<file path="config.mk">
export PLATFORM = sky130hd
export DESIGN_NAME = life_controller_flat
export DESIGN_NICKNAME = d
export VERILOG_FILES = /design/src/rtl/life_if.sv /design/src/rtl/life_controller.sv /design/src/flat_wrapper.sv
export SDC_FILE = /design/constraint.sdc
export NUM_CORES = 1
export LEC_CHECK = 0
export ABC_AREA = 1
export CORE_MARGIN = 2
export CORE_UTILIZATION = 49
export CTS_BUF_LIST = sky130_fd_sc_hd__clkbuf_4
export CTS_CLUSTER_DIAMETER = 200
export DETAILED_ROUTE_END_ITERATION = 8
export MAX_ROUTING_LAYER = met4
export PLACE_DENSITY = 0.84
export SYNTH_ARGS = -nofsm -noshare
export SYNTH_HDL_FRONTEND = slang
export SYNTH_SLANG_ARGS = --single-unit
</file>
<file path="constraint.sdc">
create_clock -name clk -period 3.7 [get_ports clk]
set_input_delay 0.37 -clock clk [delete_from_list [all_inputs] [get_ports clk]]
set_output_delay 0.37 -clock clk [all_outputs]
set_load 0.03 [all_outputs]
</file>
<file path="src/rtl/life_if.sv">
// Control/board bundle between user logic, the Life controller and its datapath.
// The controller takes the slave side; the master side drives inputs and consumes outputs.
interface life_if #(
  parameter int unsigned GEN_W = 16
);
  logic [63:0]      seed;
  logic             load;
  logic             start;
  logic             stop;
  logic             step;
  logic [GEN_W-1:0] max_gen;
  logic [63:0]      grid;
  logic [63:0]      grid_evolve;
  logic [GEN_W-1:0] gen_count;
  logic             busy;
  logic             done;
  logic             stable;
  logic             extinct;

  modport master (
    output seed, load, start, stop, step, max_gen, grid_evolve,
    input  grid, gen_count, busy, done, stable, extinct
  );

  modport slave (
    input  seed, load, start, stop, step, max_gen, grid_evolve,
    output grid, gen_count, busy, done, stable, extinct
  );
endinterface

</file>
<file path="src/rtl/life_controller.sv">
// Sequential owner of the 8x8 Game of Life board: loads seeds, paces generations
// through the external combinational datapath and halts on stop/limit/still-life/extinction.
module life_controller #(
  parameter int unsigned TICK_DIV = 4,
  parameter int unsigned GEN_W    = 16
) (
  input logic   clk,
  input logic   reset_n,
  life_if.slave bus
);

  localparam int unsigned   TW        = (TICK_DIV > 1) ? $clog2(TICK_DIV) : 1;
  localparam logic [TW-1:0] TICK_LAST = TW'(TICK_DIV - 1);

  typedef enum logic [1:0] {
    S_IDLE,
    S_RUN,
    S_HALT
  } state_t;

  state_t           state_q, state_d;
  logic [63:0]      grid_q, grid_d;
  logic [GEN_W-1:0] gen_q, gen_d;
  logic [TW-1:0]    tick_q, tick_d;
  logic             stable_q, stable_d;
  logic             extinct_q, extinct_d;

  logic             tick_last;
  logic             fire;
  logic             evolve_zero;
  logic             evolve_same;
  logic             limit_hit;
  logic [GEN_W-1:0] gen_inc;

  // Halt conditions are judged on pre-advance grid/gen_count values.
  always_comb begin
    tick_last   = (tick_q == TICK_LAST);
    fire        = (state_q == S_RUN) && !bus.stop && tick_last;
    evolve_zero = (bus.grid_evolve == '0);
    evolve_same = (bus.grid_evolve == grid_q);
    limit_hit   = (bus.max_gen != '0) &&
                  (({1'b0, gen_q} + {{GEN_W{1'b0}}, 1'b1}) >= {1'b0, bus.max_gen});
    gen_inc     = (&gen_q) ? gen_q : gen_q + GEN_W'(1);
  end

  always_ff @(posedge clk or negedge reset_n) begin
    if (!reset_n) begin
      state_q   <= S_IDLE;
      grid_q    <= '0;
      gen_q     <= '0;
      tick_q    <= '0;
      stable_q  <= 1'b0;
      extinct_q <= 1'b0;
    end else begin
      state_q   <= state_d;
      grid_q    <= grid_d;
      gen_q     <= gen_d;
      tick_q    <= tick_d;
      stable_q  <= stable_d;
      extinct_q <= extinct_d;
    end
  end

  always_comb begin
    state_d = state_q;
    unique case (state_q)
      S_IDLE: begin
        if (!bus.load && bus.start) state_d = S_RUN;
      end
      S_RUN: begin
        if (bus.stop) state_d = S_HALT;
        else if (fire && (evolve_zero || evolve_same || limit_hit)) state_d = S_HALT;
      end
      S_HALT: begin
        if (bus.load)       state_d = S_IDLE;
        else if (bus.start) state_d = S_RUN;
      end
      default: state_d = S_IDLE;
    endcase
  end

  always_comb begin
    grid_d    = grid_q;
    gen_d     = gen_q;
    tick_d    = tick_q;
    stable_d  = stable_q;
    extinct_d = extinct_q;
    unique case (state_q)
      S_IDLE: begin
        if (bus.load) begin
          grid_d    = bus.seed;
          gen_d     = '0;
          stable_d  = 1'b0;
          extinct_d = 1'b0;
        end else if (bus.start) begin
          tick_d = '0;
        end else if (bus.step) begin
          grid_d = bus.grid_evolve;
          gen_d  = gen_inc;
        end
      end
      S_RUN: begin
        if (!bus.stop) begin
          if (tick_last) begin
            tick_d = '0;
            grid_d = bus.grid_evolve;
            gen_d  = gen_inc;
            if (evolve_zero)      extinct_d = 1'b1;
            else if (evolve_same) stable_d  = 1'b1;
          end else begin
            tick_d = tick_q + TW'(1);
          end
        end
      end
      S_HALT: begin
        if (bus.load) begin
          grid_d    = bus.seed;
          gen_d     = '0;
          stable_d  = 1'b0;
          extinct_d = 1'b0;
        end else if (bus.start) begin
          tick_d    = '0;
          stable_d  = 1'b0;
          extinct_d = 1'b0;
        end
      end
      default: ;
    endcase
  end

  always_comb begin
    bus.grid      = grid_q;
    bus.gen_count = gen_q;
    bus.busy      = (state_q == S_RUN);
    bus.done      = (state_q == S_HALT);
    bus.stable    = stable_q;
    bus.extinct   = extinct_q;
  end

endmodule

</file>
<file path="src/flat_wrapper.sv">
// flat-port wrapper written by rule: the top's interface ports become plain ports
module life_controller_flat 
#(
  parameter int unsigned TICK_DIV = 4,
  parameter int unsigned GEN_W    = 16
)
  (clk, reset_n, bus_seed, bus_load, bus_start, bus_stop, bus_step, bus_max_gen, bus_grid_evolve, bus_grid, bus_gen_count, bus_busy, bus_done, bus_stable, bus_extinct);
  life_if #(.GEN_W(GEN_W)) bus_i ();
  input logic clk;
  input logic reset_n;
  input wire logic [$bits(bus_i.seed)-1:0] bus_seed;
  input wire logic [$bits(bus_i.load)-1:0] bus_load;
  input wire logic [$bits(bus_i.start)-1:0] bus_start;
  input wire logic [$bits(bus_i.stop)-1:0] bus_stop;
  input wire logic [$bits(bus_i.step)-1:0] bus_step;
  input wire logic [$bits(bus_i.max_gen)-1:0] bus_max_gen;
  input wire logic [$bits(bus_i.grid_evolve)-1:0] bus_grid_evolve;
  output wire logic [$bits(bus_i.grid)-1:0] bus_grid;
  output wire logic [$bits(bus_i.gen_count)-1:0] bus_gen_count;
  output wire logic [$bits(bus_i.busy)-1:0] bus_busy;
  output wire logic [$bits(bus_i.done)-1:0] bus_done;
  output wire logic [$bits(bus_i.stable)-1:0] bus_stable;
  output wire logic [$bits(bus_i.extinct)-1:0] bus_extinct;
  assign bus_i.seed = bus_seed;
  assign bus_i.load = bus_load;
  assign bus_i.start = bus_start;
  assign bus_i.stop = bus_stop;
  assign bus_i.step = bus_step;
  assign bus_i.max_gen = bus_max_gen;
  assign bus_i.grid_evolve = bus_grid_evolve;
  assign bus_grid = bus_i.grid;
  assign bus_gen_count = bus_i.gen_count;
  assign bus_busy = bus_i.busy;
  assign bus_done = bus_i.done;
  assign bus_stable = bus_i.stable;
  assign bus_extinct = bus_i.extinct;
  life_controller #(.TICK_DIV(TICK_DIV), .GEN_W(GEN_W)) u_core (.clk(clk), .reset_n(reset_n), .bus(bus_i));
endmodule
</file>
; Word-level counts from Yosys, hierarchy flattened
; Cells that the tools add are included.
[word_totals]
register_bits = 86
inputBits = 150
output_inout_bits = 84
elab_cells = 87
[classes]
addsub = 3
order_cmp = 1
eq_ne = 18
muxes = 38
reduce_logical = 21
[ops]
columns = cell, count
row1 = 2-to-1 mux 64 bit, 6
row2 = one-hot mux 64 bit (3 select lines), 1
row3 = 2-to-1 mux 16 bit, 7
row4 = equality test 64 bit, 1
row5 = logical NOT 64 bit, 1
row6 = one-hot mux 16 bit (3 select lines), 1
row7 = 2-to-1 mux 2 bit, 9
row8 = adder 16 x 1 -> 17 bit (second input constant), 1
row9 = greater-or-equal comparator 17 x 16 -> 1 bit, 1
row10 = adder 16 x 1 -> 16 bit (second input constant), 1
row11 = AND reduction 16 bit, 1
row12 = nonzero test 16 bit, 1
row13 = AND reduction 6 bit, 2
row14 = 2-to-1 mux 1 bit, 10
row15 = inequality test 2 x 1 -> 1 bit (second input constant), 5
row16 = inequality test 2 bit (second input constant), 5
row17 = inequality test 3 bit (second input constant), 3
row18 = AND reduction 7 bit, 1
row19 = one-hot mux 1 bit (3 select lines), 2
row20 = one-hot mux 2 bit (3 select lines), 1
row21 = logical AND 1 bit, 5
row22 = equality test 2 bit (second input constant), 2
row23 = one-hot mux 2 bit (2 select lines), 1
row24 = AND reduction 4 bit, 1
row25 = 10 further kinds, 12

; Depth between registers and ports, before layout
; Gate-level depths: netlist (run 1).
[logic_depth]
word_depth = 8
ltp_mapped = 25
mapped_depth_nobuf = 25

; Least setup slack after synthesis (run 1)
; OpenSTA, ideal clock, no wires.
[synth_timing]
path_kind = register to register
from = reg u_core.gen_q[0], in the netlist u_core.bus.gen_count[0]
to = reg u_core.state_q[1]
setup_time_ns = 0.118
arrival_ns = 2.716
required_time_ns = 3.582
path_slack_ns = 0.866
path_stages_with_launch = 26
n_path_buf = 0
path_cell_list = dfrtp_1 > nand2_1 > nor2_2 > nand3_2 > nor2_4 > inv_2 > nor3_4 > nand2_1 > xor2_1 > inv_1 > ha_1 > nand2_1 > nor2_1 > inv_1 > nor2_1 > nand2_1 > nand3_1 > nor2_1 > nand2_1 > nand2_1 > nand3_1 > nand2_1 > nand2_2 > nand2_1 > nand2_1 > nand2_1
[synth_via]
elab_chain_cells = 7
[synth_rtl]
columns = element, line
row1 = start: declaration, life_controller.sv:23  ; logic [GEN_W-1:0] gen_q, gen_d;
row2 = start signal: assignment, life_controller.sv:57  ; gen_q <= gen_d;
row3 = adder 16 x 1 -> 17 bit, life_controller.sv:42  ; (({1'b0, gen_q} + {{GEN_W{1'b0}}, 1'b1}) >= {1'b0, bus.max_gen});
row4 = greater-or-equal comparator 17 x 16 -> 1 bit, life_controller.sv:42
row5 = logical AND 1 bit, life_controller.sv:41  ; limit_hit = (bus.max_gen != '0) &&
row6 = logical OR 1 bit, life_controller.sv:72  ; else if (fire && (evolve_zero || evolve_same || limit_hit)) state_d = S_HALT;
row7 = logical AND 1 bit, life_controller.sv:72
row8 = inequality test 3 x 2 -> 1 bit (no line), n/a
row9 = AND reduction 3 bit (no line), n/a
row10 = end signal: assignment, life_controller.sv:55  ; state_q <= state_d;
row11 = end: declaration, life_controller.sv:21  ; state_t state_q, state_d;
; Every way passes these cells.
; A chain may end at the register's enable or synchronous reset.

; Worst setup path in the final report (run 1)
; Ends and elaborated chain as after synthesis.

==> summary.txt, run 1 <==
Run status
  – Outcome: complete, no violations

Logic synthesis
  – Post-synth cell types: 43
  – Synth top area share: 29.4%
  – Mean Syn Cell Area: 6.47 um^2
  – Post-Synthesis Cells: 1130
  – Post-synthesis sequential area ratio: 29.4%
  – Post-synth top area cell: dfrtp_1
  – Post-synth top flop: dfrtp_1
  – Cell with the most instances after synthesis: nand2_1
  – Post-Syn Nets: 1302
  – Synth top cells by count: 271 x nand2_1, 156 x inv_1, 109 x nor2_1, 86 x dfrtp_1, 85 x o21ai_0
  – Post-synth EDFFs: 0
  – Top post-synthesis cells by area: dfrtp_1 29%, nand2_1 14%, inv_1 8.0%, o21ai_0 5.8%, nor2_1 5.6%
  – Synth Warn #: 0
  – Synthesized area: 7310 um^2
  – #FFs+latches synth: 86
  – Ys async rst share: 100%

Pwr
  – Sw Share: 54.6%
  – Total net switching power: 4470 uW
  – Power Dens Cells: 832 nW/um^2
  – Comb power frac: 70.9%
  – Pint: 3710 uW
  – Clock Power Share: 6.3%
  – LEAKAGE: 0.00441 uW
  – Reg power frac: 22.7%
  – Max IR drop VDD: 0.526 mV

Setup path
  – Crit path launch type: flop
  – Critical path class: reg2reg
  – R2R cell count: 25
  – Critical R2R Capture: u_core.state_q[1]$_DFFE_PN0P_
  – RR Startpoint: u_core.bus.gen_count[0]$_DFFE_PN0P_
  – Reg2Reg Setup Slack: 0.73 ns
  – Crit path DAT: 3.37 ns
  – Critical Path Sink Type: flop
  – CP Data Required Time: 4.09 ns
  – Crit-path max FO: 5
  – Worst Setup SP: u_core.bus.gen_count[0]$_DFFE_PN0P_

Clock network
  – Post-CTS Resized: 0
  – Clock sink count: 86
  – Worst-Skew Late Latency: 0.49 ns
  – Clock transition at path regs: 0.15 ns
  – CTS tree: yes
  – Clk buf depth: 2
  – H-Tree Level Count: 3
  – CTS Buf Count: 9
  – Post-CTS Setup Bufs: 0
  – CTS Root Cell: clkbuf_4

Place
  – DP HPWL: 18.7 mm
  – DP Cell Count: 1500
  – Routability Congestion: 0.943
  – Buffers on Ports: 233

Global route
  – First-pass GRT wire length: 38.5 mm
  – Total GRT Usage: 31.2%
  – Initial antenna violation count: 1
  – Largest net degree at the start of global routing: 128
  – Vias in the first global route: 7546
  – Total gr overflow: 0

Floorplanning
  – Site Rows: 44
  – Chip width: 126 um
  – Starting Density: 50.3%
  – Core Region: 14500 um^2
  – Die Y: 126 um
  – I/O pin cnt: 234
  – Total die area: 15900 um^2

STA
  – Fin. Hold Viols: 0
  – Fin crit share: 80.4%
  – RSZ-0062 raised after global routing: no
  – Worst Tran Pin Value: 0.637 ns
  – Skew final: 0.0216 ns
  – Period minus WS final: 2.97 ns
  – Fmax: 336 MHz
  – Slew margin rel.: 57.3%
  – Endpoints failing setup: 0
  – Final max-slew violation count: 0
  – Setup TNS: 0 ns

Cells and area
  – Final Instance Count excl. Fillers: 1518
  – Share of post-route cells with drive strength above 1: 4.05%
  – Area growth syn-to-layout: 34.3%
  – Nets: 1500
  – Final Core Density: 67.6%

Detailed routing
  – Vias: 8464
  – DRT Wirelength: 24.9 mm
  – Drt wl/cell: 16.4 um
  – Vias per cell: 5.58
  – Drt pass-1 iters: 8
  – DRC Markers: 0
  – Antenna Violating Nets Remaining: 0
  – Iter 0 DRT Violations: 776

Job
  – Max Cap Viol: 0

Hold path
  – Hold crit path type: in2async
-- flip-flops by register name, summed over array words and instances, names as in the netlist --
name / cells
u_core.bus.extinct: 1
u_core.bus.gen_count: 16
u_core.bus.grid: 64
u_core.bus.stable: 1
u_core.state_q: 2
u_core.tick_q: 2
-- critical path, cell delays in order (launching register included) --
cell and delay, ns:
dfrtp_1 0.46, nand2_1 0.10, nor2_2 0.13, nand3_2 0.12, nor2_4 0.13, inv_2 0.06, nor3_4 0.15, nand2_1 0.09
xor2_1 0.18, inv_1 0.07, ha_1 0.29, nand2_1 0.05, nor2_1 0.21, inv_1 0.07, nor2_1 0.10, nand2_1 0.05
nand3_1 0.06, nor2_1 0.05, nand2_1 0.07, nand2_1 0.06, nand3_1 0.08, nand2_1 0.06, nand2_2 0.07, nand2_1 0.07
nand2_1 0.07, nand2_1 0.04
-- layer usage --
layer	vias up	share of wire, %	routed length (um)	track usage, %
li1	4116	-	-	-
met1	3915	43	10700	41.7
met2	385	47	11600	48.2
met3	48	7.5	1860	5.44
met4	0	2.9	716	10.3
met5	-	0	0	-
-- metrics by stage --
stage          hold WS (ns)  instance area (um^2)  setup WS, ns  total power [uW]
6_report              0.403                  9830         0.726              8180
5_1_grt               0.425                  9830         0.407              8850
4_1_cts               0.397                  9820         0.753              8160
3_5_place_dp          0.414                  9700         0.791              7610
3_3_place_gp          0.405                  9700         0.859              7470
2_1_floorplan        0.0744                  7310         0.866              5850
-- area by class of cell --
type                       instances  area (um^2)
timing repair buffer             243         2430
clock buffer                       9         67.6
sequential                        86         2150
tap                              184          230
fill                            1275         4710
antenna                            1         2.50
clock inverter                     7         50.0
inverter                         166          627
multi-input combinational        822         4260
-- placed cells by master (no fill, tap or decap), drive strengths merged, types with 2 or more instances in the layout --
master / count
nand2: 274
clkdlybuf4s50: 232
inv: 163
o21ai: 125
nor2: 113
dfrtp: 86
nand3: 79
a21oi: 70
o211ai: 44
xor2: 32
ha: 22
a41oi: 17
nor4: 11
nand4: 11
buf: 10
clkbuf: 9
nor3: 8
clkinv: 8
a211oi: 4
o22ai: 3
clkinvlp: 2
-- power by group through the flow --
stage          logic (uW)  clock network [uW]  registers (uW)
2_1_floorplan        3270                   0            2580
3_3_place_gp         5620                   0            1850
3_5_place_dp         5760                   0            1860
4_1_cts              5780                 531            1850
5_1_grt              6370                 569            1910
6_report             5800                 519            1860
-- worst max-delay path by stage --
| stage | slack [ns] | end | depth (start not counted) |
|---|---|---|---|
| 2_1_floorplan | 0.87 | u_core.state_q[1]$_DFFE_PN0P_ | 25 |
| 3_3_place_gp | 0.86 | u_core.state_q[0]$_DFFE_PN0P_ | 25 |
| 3_5_place_dp | 0.79 | u_core.state_q[1]$_DFFE_PN0P_ | 25 |
| 4_1_cts | 0.75 | u_core.state_q[1]$_DFFE_PN0P_ | 25 |
| 5_1_grt | 0.41 | u_core.state_q[1]$_DFFE_PN0P_ | 25 |
| 6_report | 0.73 | u_core.state_q[1]$_DFFE_PN0P_ | 25 |
-- cell families after synthesis --
family	synth area share (%)
AOI/OAI and AO/OA	21.5
xor gates and xnor gates	3.95
DFF	29.4
adders and majority gates	3.76
buffers and inverters	12.5
and+or+nand+nor	28.9
-- timing repair --
item | in CTS | in global routing
hold buffers | 1 | 0
setup endpoints to repair | 0 | 0
endpoints found under the hold margin | 40 | 0
No activity file was read; power rests on OpenSTA's default activity.
==> run 2: changes to the inputs <==
- clock period: 3.7 -> 3.1 ns (I/O delays scaled with it)
==> summary.txt, run 2 (synthesized netlist as in run 1, its figures left out) <==
Place
  – DP HPWL: 18.9 mm (+0.95%)
  – Dpl cell area: 9740 um^2 (+0.44%)
  – Routability Congestion: 0.913 (-3.2%)
  – Buffers on Ports: 233 (unchanged)

Detailed routing
  – Drt pass-1 iters: 5 (-3)
  – Vias: 8483 (+0.22%)
  – Antenna Violating Nets Remaining: 0 (unchanged)
  – Iter 0 DRT Violations: 666 (-14%)
  – Drt wl/cell: 16.4 um (about the same)
  – Vias per cell: 5.57 (-0.17%)
  – DRT Wirelength: 25.0 mm (+0.39%)
  – DRC Markers: 0 (unchanged)

Setup path
  – Critical Path Sink Type: flop
  – R2R cell count: 25 (unchanged)
  – Critical R2R Capture: u_core.state_q[1]$_DFFE_PN0P_
  – Crit-path max FO: 4 (-1)
  – RR Startpoint: u_core.bus.gen_count[1]$_DFFE_PN0P_
  – Crit path launch type: flop
  – Most frequent CP cell: nand2_1
  – Critical path's slowest cell: dfrtp_1
  – WP buf/inv: 3 (unchanged)
  – Crit path DAT: 3.22 ns (-0.15 ns)
  – Critical path class: reg2reg
  – Setup crit end: u_core.state_q[1]$_DFFE_PN0P_
  – Reg2Reg Setup Slack: 0.27 ns (-0.46 ns)
  – CP Data Required Time: 3.49 ns (-0.60 ns)
  – Max incr delay on CP: 0.42 ns (-0.04 ns)
  – Crit-path leading delay family: simple AND/OR/NAND/NOR gates
  – CP Depth: 25 (unchanged)
  – Worst Setup SP: u_core.bus.gen_count[1]$_DFFE_PN0P_

Global route
  – Total GRT Usage: 32.0% (+0.84 points)
  – Vias in the first global route: 7736 (+2.5%)
  – Total gr overflow: 0 (unchanged)
  – Initial antenna violation count: 2 (+1)
  – Largest net degree at the start of global routing: 68 (-47%)
  – First-pass GRT wire length: 39.8 mm (+3.3%)

Cells and area
  – Max reg flops: 64 (unchanged)
  – Fin area: 9920 um^2 (+0.93%)
  – Area of the multi-input gates: 4270 um^2 (about the same)
  – Filler instances: 1302 (+2.1%)
  – Final Core Density: 68.2% (+0.63 points)
  – Most frequent cells in the layout: 271 x nand2_1, 232 x clkdlybuf4s50_1, 156 x inv_1
  – Storage element area: 2150 um^2 (about the same)
  – Commonest non-fill, non-tap cell in the layout: nand2_1
  – Area growth syn-to-layout: 35.6%
  – Nets: 1506 (+0.40%)
  – Share of post-route cells with drive strength above 1: 4.48% (+0.43 points)

Clock network
  – CTS Buf Count: 9 (unchanged)
  – CTS Root Cell: clkbuf_4
  – Clock sink count: 86 (unchanged)
  – CTS tree: yes
  – Worst-Skew Late Latency: 0.48 ns (about the same)
  – Clock transition at path regs: 0.14 ns (about the same)
  – H-Tree Level Count: 3 (unchanged)
  – Clk buf depth: 2 (unchanged)

STA
  – Fin. Hold Viols: 0 (unchanged)
  – Slew margin rel.: 49.9% (-7.4 points)
  – Setup TNS: 0 ns (unchanged)
  – WHS: 0.382 ns (-0.0211 ns)
  – Endpoints failing setup: 0 (unchanged)
  – Fin crit share: 91.3% (+11 points)
  – Final max-slew violation count: 0 (unchanged)
  – Period minus WS final: 2.83 ns (-0.143 ns)
  – Fmax: 353 MHz (+5.0%)
  – Worst Tran Pin Value: 0.752 ns (+0.115 ns)
  – Skew final: 0.0107 ns (-0.0109 ns)
  – RSZ-0062 raised after global routing: no

Pwr
  – Design Power: 9980 uW (+22%)
  – LEAKAGE: 0.00447 uW (+1.2%)
  – Max IR drop VDD: 0.614 mV (+17%)
  – Power Dens Cells: 1010 nW/um^2 (+21%)

Floorplanning
  – Core Region: 14500 um^2 (unchanged)
  – Total die area: 15900 um^2 (unchanged)
  – Chip width: 126 um (unchanged)
  – Starting Density: 50.3% (unchanged)
  – Site Rows: 44 (unchanged)
  – I/O pin cnt: 234 (unchanged)
  – Die Y: 126 um (unchanged)

Job
  – Max Cap Viol: 0 (unchanged)

Run status
  – Outcome: complete, no violations

Hold path
  – Hold crit path type: in2async
==> run 2: changes by cell type in the layout (fill, tap and decap cells not counted), moves of 2 or more <==
cell	change
bufinv_16	+2
clkinv_4	-2
buf_4	+5
clkinvlp_4	-2
==> run 2: through the flow <==
step	setup slack, ns	cells
after floorplan	0.266	1130
after global placement	0.275	1504
after detailed placement	0.200	1504
after CTS	0.187	1520
after global routing	0.0128	1524
final	0.269	1524
==> run 2: final cells by class <==
| class | count | share of cell area (%) |
|---|---|---|
| tap | 184 | 2.32 |
| inverter | 166 | 6.32 |
| antenna | 2 | 0.0505 |
| timing repair buffer | 249 | 25.1 |
| multi-input combinational | 822 | 43.0 |
| clock buffer | 9 | 0.681 |
| clock inverter | 6 | 0.782 |
| sequential | 86 | 21.7 |
==> run 2: metal layers <==
metal	global-route usage, %	wire, um	part of all wire, %	vias to the layer above
met2	50.3	11400	46	397
met5	-	0	0	-
met1	41.7	10700	43	3900
met4	12.2	794	3.2	0
met3	5.31	2060	8.2	57
li1	-	-	-	4129
==> run 2: power breakdown <==
part | internal, uW | switching, uW
clock | 315 | 422
sequential | 1680 | 519
combinational | 2650 | 4390
==> run 2: worst min path at each step <==
| stage | start | end |
|---|---|---|
| after global routing | reset_n | u_core.bus.gen_count[5]$_DFFE_PN0P_ |
| final | reset_n | u_core.bus.gen_count[3]$_DFFE_PN0P_ |
| after CTS | reset_n | u_core.bus.grid[52]$_DFFE_PN0P_ |
| after global placement | reset_n | u_core.bus.gen_count[2]$_DFFE_PN0P_ |
| after detailed placement | reset_n | u_core.bus.gen_count[3]$_DFFE_PN0P_ |
| after floorplan | reset_n | u_core.bus.extinct$_DFFE_PN0P_ |
==> run 2: repair_timing <==
item                                    CTS  global route
resized for setup                         0             2
hold buffers                              1             0
endpoints found under the hold margin    45             0
endpoints found under the setup margin    0             2
setup buffers                             0             2
